$ cat config.mk
export PLATFORM = sky130hd
export DESIGN_NAME = fetch_unit
export DESIGN_NICKNAME = d
export VERILOG_FILES = /design/src/rtl/cpu_pkg.sv /design/src/rtl/fetch_unit.sv
export SDC_FILE = /design/constraint.sdc
export NUM_CORES = 1
export LEC_CHECK = 0
export ABC_AREA = 1
export CELL_PAD_IN_SITES_DETAIL_PLACEMENT = 2
export CELL_PAD_IN_SITES_GLOBAL_PLACEMENT = 2
export CORE_ASPECT_RATIO = 1.25
export CORE_MARGIN = 2
export CORE_UTILIZATION = 30
export CTS_BUF_LIST = sky130_fd_sc_hd__clkbuf_4
export DETAILED_ROUTE_END_ITERATION = 10
export PLACE_DENSITY_LB_ADDON = 0.3
export RECOVER_POWER = 50
export SETUP_SLACK_MARGIN = 0.1
export SYNTH_ARGS = -nofsm -noshare
export SYNTH_HDL_FRONTEND = slang
export SYNTH_SLANG_ARGS = --single-unit
$ cat constraint.sdc
create_clock -name clk -period 5.92 [get_ports clk]
set_input_delay 1.184 -clock clk [delete_from_list [all_inputs] [get_ports clk]]
set_output_delay 1.184 -clock clk [all_outputs]
set_load 0.02 [all_outputs]
$ cat src/rtl/cpu_pkg.sv
// Shared definitions for the 16-bit accumulator CPU: fetch state encoding and
// default sizing of the instruction path.
`timescale 1ns/1ps
package cpu_pkg;

    typedef enum logic [2:0] {
        S_LO   = 3'd0,
        S_HI   = 3'd1,
        S_ASM  = 3'd2,
        S_OUT  = 3'd3,
        S_HALT = 3'd4
    } fetch_state_t;

    localparam int          INSTR_W          = 16;
    localparam int          DEFAULT_IMEM_AW  = 14;
    localparam logic [15:0] DEFAULT_RESET_PC = 16'h0000;

endpackage

$ cat src/rtl/fetch_unit.sv
// Instruction fetch stage: reads each little-endian 16-bit instruction as two
// byte reads and hands it to decode over a valid/ready handshake.
`timescale 1ns/1ps
module fetch_unit
    import cpu_pkg::*;
#(
    parameter int          IMEM_AW  = DEFAULT_IMEM_AW,
    parameter logic [15:0] RESET_PC = DEFAULT_RESET_PC
) (
    input  logic               clk,
    input  logic               reset,
    output logic [IMEM_AW-1:0] imem_addr,
    output logic               imem_rd,
    input  logic [7:0]         imem_rdata,
    output logic [INSTR_W-1:0] instr,
    output logic [15:0]        instr_pc,
    output logic               instr_valid,
    input  logic               instr_ready,
    input  logic               redirect,
    input  logic [15:0]        redirect_addr,
    input  logic               halt,
    output logic               halted,
    output logic               pc_wrap
);

    fetch_state_t state;
    fetch_state_t state_seq;
    fetch_state_t state_nxt;
    logic [15:0]  pc;
    logic [7:0]   lo_byte;
    logic         halt_pending;
    logic         transfer;

    assign transfer  = instr_valid & instr_ready;
    // A redirect overrides whatever the sequencer wanted to do this cycle.
    assign state_nxt = redirect ? S_LO : state_seq;

    // Next-state sequencing of the two-byte fetch.
    always_comb begin
        state_seq = state;
        case (state)
            S_LO: begin
                if (halt_pending) begin
                    state_seq = S_HALT;
                end else begin
                    state_seq = S_HI;
                end
            end
            S_HI:   state_seq = S_ASM;
            S_ASM:  state_seq = S_OUT;
            S_OUT: begin
                if (transfer) begin
                    state_seq = S_LO;
                end else begin
                    state_seq = S_OUT;
                end
            end
            S_HALT: state_seq = S_HALT;
            default: state_seq = S_LO;
        endcase
    end

    // Memory strobe and address decoded from the current state.
    always_comb begin
        imem_rd   = 1'b0;
        imem_addr = pc[IMEM_AW-1:0];
        case (state)
            S_LO: begin
                imem_rd = ~halt_pending & ~reset;
            end
            S_HI: begin
                imem_rd   = ~reset;
                imem_addr = pc[IMEM_AW-1:0] | {{(IMEM_AW-1){1'b0}}, 1'b1};
            end
            default: begin
                imem_rd = 1'b0;
            end
        endcase
    end

    // PC, byte latch, output register and status flags.
    always_ff @(posedge clk or posedge reset) begin
        if (reset) begin
            state        <= S_LO;
            pc           <= RESET_PC;
            lo_byte      <= 8'h00;
            instr        <= {INSTR_W{1'b0}};
            instr_pc     <= 16'h0000;
            instr_valid  <= 1'b0;
            halt_pending <= 1'b0;
            halted       <= 1'b0;
            pc_wrap      <= 1'b0;
        end else begin
            state        <= state_nxt;
            halt_pending <= halt | (halt_pending & ~redirect);
            halted       <= (state_nxt == S_HALT);
            pc_wrap      <= 1'b0;
            if (redirect) begin
                pc          <= {redirect_addr[15:1], 1'b0};
                instr_valid <= 1'b0;
            end else begin
                case (state)
                    S_HI: begin
                        lo_byte <= imem_rdata;
                    end
                    S_ASM: begin
                        instr       <= {imem_rdata, lo_byte};
                        instr_pc    <= pc;
                        instr_valid <= 1'b1;
                        pc          <= pc + 16'd2;
                        pc_wrap     <= (pc == 16'hFFFE);
                    end
                    S_OUT: begin
                        if (transfer) begin
                            instr_valid <= 1'b0;
                        end else begin
                            instr_valid <= instr_valid;
                        end
                    end
                    default: begin
                        lo_byte <= lo_byte;
                    end
                endcase
            end
        end
    end

endmodule

# After elaboration in Yosys (flattened, before gate mapping)
# Cells that the tools add are included.
# W data, S select, Z words.
[totals]
reg_bits = 63
input_bits = 29
output_inout_bits = 50
[op_classes]
n_eq_ne = 7
n_addsub = 1
bitwise_logic = 7
n_reduce_logical = 6
mux = 13
[op_table]
columns = ["operator", "count"]
rows = [
  ["$mux W16", 2],
  ["$add A16 B2 Y16 const B", 1],
  ["$eq A16 B16 Y1 const B", 1],
  ["$pmux W3 S5", 1],
  ["$eq A3 B2 Y1 const B", 2],
  ["$eq A3 B3 Y1 const B", 2],
  ["$mux W3", 2],
  ["$reduce_and A2 Y1", 3],
  ["$mux W1", 5],
  ["$pmux W1 S2", 2],
  ["$and A1 B1 Y1", 3],
  ["$eq A3 B1 Y1 const B", 1],
  ["$logic_not A3 Y1", 1],
  ["$ne A3 B3 Y1 const B", 1],
  ["$not A1 Y1", 3],
  ["$reduce_bool A3 Y1", 1],
  ["$mux W2", 1],
  ["$reduce_bool A2 Y1", 1],
  ["$or A1 B1 Y1", 1],
]

# Depth between registers and ports, before layout
# Gate-level depths: netlist (run 1).
[depth]
depth_word = 5
depth_mapped = 8
ltp_nobuf = 7

# Worst setup path after synthesis (run 1)
# Ideal clock, no wire load.
[synth_timing]
path_type = "input port to output port"
start = "in reset"
end = "out imem_rd"
slack_ns = 3.212
arrival_time_ns = 1.524
path_stages = 1
required_time_ns = 4.736
path_buffers = 0
cell_sequence = "a21oi_1"
[synth_via]
elab_chain_cells = 3
[synth_rtl]
columns = ["element", "line", "source"]
rows = [
  ["start: declaration", "fetch_unit.sv:11", "input logic reset,"],
  ["$not A1 Y1 (*)", "fetch_unit.sv:69, fetch_unit.sv:72", ""],
  ["$and A1 B1 Y1", "fetch_unit.sv:69", "imem_rd = ~halt_pending & ~reset;"],
  ["$pmux W1 S2 (*)", "fetch_unit.sv:67", "case (state)"],
  ["end: declaration", "fetch_unit.sv:13", "output logic imem_rd,"],
]
# Mark *: on every way between the ends. The rest lies on a longest branch, timed or not.

# Worst setup path after layout (run 1)
[layout_timing]
start = "in redirect"
end = "reg pc[13]"
[layout_via]
elab_chain_cells = 1
word_cells_on_any_way = 2
[layout_rtl]
columns = ["element", "line", "source"]
rows = [
  ["start: declaration", "fetch_unit.sv:19", "input logic redirect,"],
  ["$mux W16 or $reduce_bool A2 Y1 (tied branches)", "--", ""],
  ["end signal: assignment", "fetch_unit.sv:99", "pc <= {redirect_addr[15:1], 1'b0};"],
  ["end signal: assignment", "fetch_unit.sv:110", "pc <= pc + 16'd2;"],
  ["end: declaration", "fetch_unit.sv:29", "logic [15:0] pc;"],
]
# Several ways; a longest one is shown, not always the timed one.
# A chain may end at the register's enable or synchronous reset.

==> results.py, run 1 <==
metrics = {
    "run_status": {
        "status": "finished with violations",
        "violations": "capacitance limit, slew limit",
    },
    "die": {
        "core-area_sq_mm": 0.009609,
        "die_y_um": 114.8,
        "dieArea_sq_mm": 0.01064,
        "fp.dieW_um": 92.64,
        "start_util": 0.3066,
        "io_pins": 79,
        "placementRows": 40,
    },
    "layout": {
        "instances_no_fill": 572,
        "antenna_cells": 0,
        "final_util": 0.4042,
        "drive_gt1_frac": 0.05605,
        "area_growth_pct": 31.80,
        "nNetsFinal": 471,
    },
    "placement": {
        "io_buffers": 76,
        "post-dp-hpwl_um": 6484,
        "dp_cells": 556,
        "place_congestion": 0.7448,
    },
    "sta": {
        "worstMarginPinSlew_ns": 1.789,
        "fin_crit_sh": 0.6475,
        "max_freq_ghz": 0.2609,
        "rsz0062_at_grt": "no",
        "period_needed_ns": 3.833,
        "setup_viol": 0,
        "fin_worst_skew_ns": 0.01547,
        "tns_ns": 0,
        "hold_slack_ns": 0.4851,
        "hold_viol": 0,
        "slew_headroom": -0.1924,
        "maxSlewViolCount": 32,
    },
    "clock_tree": {
        "clockBufferDepth": 2,
        "post-cts-setup-buffer-count": 0,
        "insertion_delay_ns": 0.44,
        "cts.sinks": 61,
        "cts_made_buffers": 9,
        "clk_pin_slew_ns": 0.10,
        "cts_hold_buf": 0,
        "root_buffer": "clkbuf_4",
        "cts_htree_levels": 3,
        "ctsResizeCount": 0,
        "cts_tree": "yes",
    },
    "yosys": {
        "synth_top_area_cell": "dfrtp_1",
        "synth_edf_count": 0,
        "synth_cell_types": 27,
        "async_flop_share": 1.000,
        "yosysWarnings": 0,
        "avgSynthCellArea_sq_um": 7.816,
        "ys_seq_elements": 61,
        "synth_common_cells": "nand2_1, dfrtp_1, nor2_1",
        "yosys.area.top_type_share": 0.5180,
        "synth_ff_type": "dfrtp_1",
        "yosys-top-cells-area": "dfrtp_1, nand2_1, nand3_1",
        "yosysSeqAreaShare": 0.5180,
        "netlist_instances": 377,
        "yosysMostFrequentCell": "nand2_1",
        "synthesis.nets": 407,
        "syn_area_sq_mm": 0.002947,
    },
    "critical_path": {
        "rr_worst_depth": 6,
        "path_max_fanout": 48,
        "cp-end-kind": "flop",
        "timing_worst_setup_path_type": "primary input to flop",
        "worstPathArrival_ns": 4.16,
        "required_ns": 6.24,
        "start_kind": "primary input",
    },
    "global_routing": {
        "overflow": 0,
        "grt_pass1_vias": 3127,
        "grt_pass1_wl_um": 15950,
        "antenna_found_initial": 0,
        "track_usage": 0.1943,
        "grt_max_degree": 49,
    },
    "power_and_ir_drop": {
        "power_density_mw_per_mm2": 393.4,
        "internal_power_uw": 994.2,
        "p_leak_uw": 0.001919,
        "seqPwrFrac": 0.408,
        "p_clk_frac": 0.253,
        "swShare": 0.3493,
        "vdd_drop_max_mv": 0.1457,
        "p_comb_frac": 0.339,
        "p_switching_uw": 533.8,
    },
    "job": {
        "cap_viol_max_count": 1,
    },
    "detailed_routing": {
        "drt-initial-drc-count": 77,
        "vias_per_cell": 4.684,
        "drc": 0,
        "drt-total-wl_um": 9130,
        "avgRoutedWirePerCell_um": 15.96,
        "first_pass_iters": 4,
        "drtAntennaViolNets": 0,
        "num_vias": 2679,
    },
    "hold_path": {
        "hp-class": "flop to flop",
        "hold_depth": 2,
    },
}
## per-stage QoR
step / total power [uW] / instance area [sq um] / worst slack, ns
2_1_floorplan: 903.6 / 2947 / 3.212
3_3_place_gp: 1153 / 3710 / 2.372
3_5_place_dp: 1181 / 3710 / 2.364
4_1_cts: 1572 / 3891 / 2.358
5_1_grt: 1630 / 3884 / 1.653
6_report: 1528 / 3884 / 2.087
## area by class of cell
class	instances	area (sq um)
flip-flops and latches	61	1526
inverters	39	146.4
clock inverters	5	98.84
multi-input cells	251	1096
clock buffers	11	82.58
well taps	126	157.7
repair buffers	79	775.7
fillers	1159	5725
## power groups by stage
stage | sequential [uW] | combinational (uW) | clock [uW]
2_1_floorplan | 731 | 172 | 0
3_3_place_gp | 628 | 524 | 0
3_5_place_dp | 637 | 545 | 0
4_1_cts | 630 | 548 | 394
5_1_grt | 644 | 571 | 416
6_report | 624 | 518 | 386
## state kept, by name, indices dropped and copies added (netlist names)
signal / flops
instr: 16
instr_pc: 15
pc: 15
lo_byte: 8
state: 3
halt_pending: 1
halted: 1
instr_valid: 1
pc_wrap: 1
## cell usage in the layout (no fill, tap or decap), types with 2 or more instances in the layout
cell,count
inv_1,36
xnor2_1,2
nand2_1,136
o21ai_0,14
dfrtp_1,61
inv_2,3
dlygate4sd3_1,21
nand3_1,38
clkbuf_4,11
o21ai_1,6
nor2_1,40
bufinv_16,3
clkdlybuf4s50_1,55
clkbuf_1,2
a21oi_1,3
## final timing paths
check	from	to	slack, ns
min in group asynchronous	reset	instr[13]$_DFFE_PP0P_	1.52
setup / recovery	redirect	pc[13]$_DFFE_PP0N_	2.09
setup reg to reg	state[2]$_DFF_PP0_	pc[3]$_DFFE_PP0N_	4.12
max in group asynchronous	reset	instr_pc[3]$_DFFE_PP0P_	2.16
hold / removal	instr[6]$_DFFE_PP0P_	instr[6]$_DFFE_PP0P_	0.49
hold reg to reg	instr[6]$_DFFE_PP0P_	instr[6]$_DFFE_PP0P_	0.49
## worst max-delay path, cell delays in order
cell	delay, ns
dlygate4sd3_1	0.52
clkbuf_1	0.79
inv_1	0.62
nand3_2	0.24
buf_4	0.47
nor2_1	0.13
nand2_1	0.10
nand3_1	0.06
## layer usage
metal,part of all wire,GRT usage
met1,0.42,0.2282
met2,0.54,0.3499
met3,0.024,0.04587
met4,0.017,0.06471
met5,0,0
## logic make-up after synthesis
logic type,Yosys count,share of synthesized area
AO/OA/AOI/OAI,27,0.05096
XOR/XNOR,2,0.005946
adder cells (fa/ha/maj),1,0.004246
buffers and inverters,65,0.1100
flip-flops,61,0.5180
other,1,0.001273
AND/OR/NAND/NOR,220,0.3096
Note: power is estimated with default switching activity, not from simulation.
==> inputs of run 2 (changes only) <==
CORE_UTILIZATION = 28   (was 30)
clock period = 3.6 ns   (was 5.92 ns; I/O delays follow)
==> results.py, run 2 (synthesized netlist as in run 1, its figures left out) <==
metrics = {
    "critical_path": {
        "required_ns": 3.92,
        "path_max_fanout": 48,
        "worstPathArrival_ns": 3.29,
        "rr_worst_depth": 6,
        "start_kind": "primary input",
        "timing_worst_setup_path_type": "primary input to flop",
        "cp-end-kind": "flop",
    },
    "layout": {
        "n_fill_cell": 1191,
        "area_growth_pct": 31.17,
        "multi_input_comb_area_sq_mm": 0.001096,
        "regMostFlops": "instr",
        "seq_area_sq_mm": 0.001526,
        "instances_no_fill": 577,
        "antenna_cells": 0,
        "drive_gt1_frac": 0.05134,
        "top_regs": "instr: 16 flops, instr_pc: 15 flops, pc: 15 flops",
        "final_cell_area_sq_mm": 0.003865,
        "final_common_cell": "nand2_1",
        "final_cell_mix": "nand2_1, clkdlybuf4s50_1, dfrtp_1, nor2_1, nand3_1",
        "largest_reg_flops": 16,
        "nNetsFinal": 473,
    },
    "hold_path": {
        "hp-class": "flop to flop",
        "hold_depth": 2,
    },
    "die": {
        "placementRows": 41,
        "io_pins": 79,
        "start_util": 0.2901,
        "core-area_sq_mm": 0.01016,
        "die_y_um": 118.7,
        "dieArea_sq_mm": 0.01137,
        "fp.dieW_um": 95.76,
    },
    "global_routing": {
        "antenna_found_initial": 0,
        "grt_pass1_wl_um": 15120,
        "grtUsageMet2": 0.2968,
        "grt-busiest-layer": "met2",
        "use_met1": 0.2140,
        "overflow": 0,
        "grt_pass1_vias": 2925,
        "track_usage": 0.1745,
        "use_met3": 0.04334,
        "grt_max_degree": 49,
    },
    "placement": {
        "post-dp-hpwl_um": 6363,
        "dp_cells": 561,
        "io_buffers": 76,
        "place_congestion": 0.7776,
        "place_area_sq_mm": 0.003729,
    },
    "detailed_routing": {
        "drt-initial-drc-count": 56,
        "drc": 0,
        "avgRoutedWirePerCell_um": 15.80,
        "drt-total-wl_um": 9119,
        "first_pass_iters": 4,
        "vias_per_cell": 4.690,
        "drtAntennaViolNets": 0,
        "num_vias": 2706,
    },
    "job": {
        "cap_viol_max_count": 0,
    },
    "clock_tree": {
        "cts.sinks": 61,
        "ctsResizeCount": 0,
        "insertion_delay_ns": 0.43,
        "clockBufferDepth": 2,
        "cts_hold_buf": 0,
        "cts_made_buffers": 9,
        "clk_pin_slew_ns": 0.11,
        "root_buffer": "clkbuf_4",
        "post-cts-setup-buffer-count": 0,
        "cts_htree_levels": 3,
        "cts_tree": "yes",
    },
    "power_and_ir_drop": {
        "p_leak_uw": 0.001891,
        "internal_power_uw": 1558,
        "power_density_mw_per_mm2": 627.3,
        "p_switching_uw": 866.1,
        "p_comb_frac": 0.355,
        "seqPwrFrac": 0.422,
        "swShare": 0.3572,
        "vdd_drop_max_mv": 0.2645,
        "p_clk_frac": 0.223,
    },
    "sta": {
        "setup_viol": 0,
        "max_freq_ghz": 0.3370,
        "maxSlewViolCount": 0,
        "rsz0062_at_grt": "no",
        "slew_headroom": 0.1838,
        "period_needed_ns": 2.968,
        "worstMarginPinSlew_ns": 1.223,
        "hold_viol": 0,
        "fin_crit_sh": 0.8244,
        "fin_worst_skew_ns": 0.01611,
        "tns_ns": 0,
    },
    "run_status": {
        "status": "complete, no violations",
    },
}
-- run 2: cell count changes in the layout (fill, tap and decap cells not counted), moves of 2 or more --
cell / previous run / this run
o21ai_0: 14 / 17
clkdlybuf4s50_1: 55 / 64
clkbuf_4: 11 / 9
dlygate4sd3_1: 21 / 12
o21ai_1: 6 / 3
clkinv_1: 1 / 4
-- run 2: final timing paths --
path                                       from                      to  slack (ns)
setup / recovery                       redirect      pc[14]$_DFFE_PP0N_        0.63
hold / removal             instr[6]$_DFFE_PP0P_    instr[6]$_DFFE_PP0P_        0.48
setup reg to reg             state[2]$_DFF_PP0_       pc[3]$_DFFE_PP0N_        1.85
hold reg to reg            instr[6]$_DFFE_PP0P_    instr[6]$_DFFE_PP0P_        0.48
max in group asynchronous                 reset       pc[4]$_DFFE_PP0N_        0.90
min in group asynchronous                 reset  halt_pending$_DFF_PP0_        1.09
-- run 2: power by group through the flow --
stage,Clock (uW),Sequential [uW],Combinational (uW)
2_1_floorplan,0,1200,283
3_3_place_gp,0,1030,868
3_5_place_dp,0,1040,890
4_1_cts,560,1030,895
5_1_grt,595,1050,941
6_report,540,1020,861
-- run 2: worst max-delay path, stage by stage --
cell,delay [ns]
dlygate4sd3_1,0.52
clkbuf_1,0.81
inv_1,0.09
buf_4,0.25
nand3_2,0.10
buf_4,0.46
nor2_1,0.14
nand2_1,0.10
nand3_1,0.07
-- run 2: area by class of cell --
type	instances	area share
Inverter	39	0.03788
Clock buffer	9	0.01748
Tap cell	129	0.04176
Sequential cell	61	0.3949
Multi-Input combinational cell	251	0.2836
Clock inverter	7	0.02072
Timing Repair Buffer	81	0.2036
-- run 2: per-stage QoR --
stage	power, uW	worst slack [ns]	utilization	hold WS [ns]
after floorplan	1486	1.367	-	0.4422
after global placement	1900	0.8776	0.3671	0.4514
after detailed placement	1932	0.8262	0.3671	0.4583
after CTS	2486	0.6841	0.3816	0.4859
after global routing	2589	0.3822	0.3805	0.5026
final	2424	0.6323	0.3805	0.4847
-- run 2: metal layers --
layer | vias to the layer above | wire length [um] | share of wire
li1 | 1278 | - | -
met5 | - | 0 | 0
met1 | 1367 | 3947 | 0.43
met4 | 0 | 133 | 0.015
met2 | 50 | 4700 | 0.52
met3 | 11 | 338 | 0.037
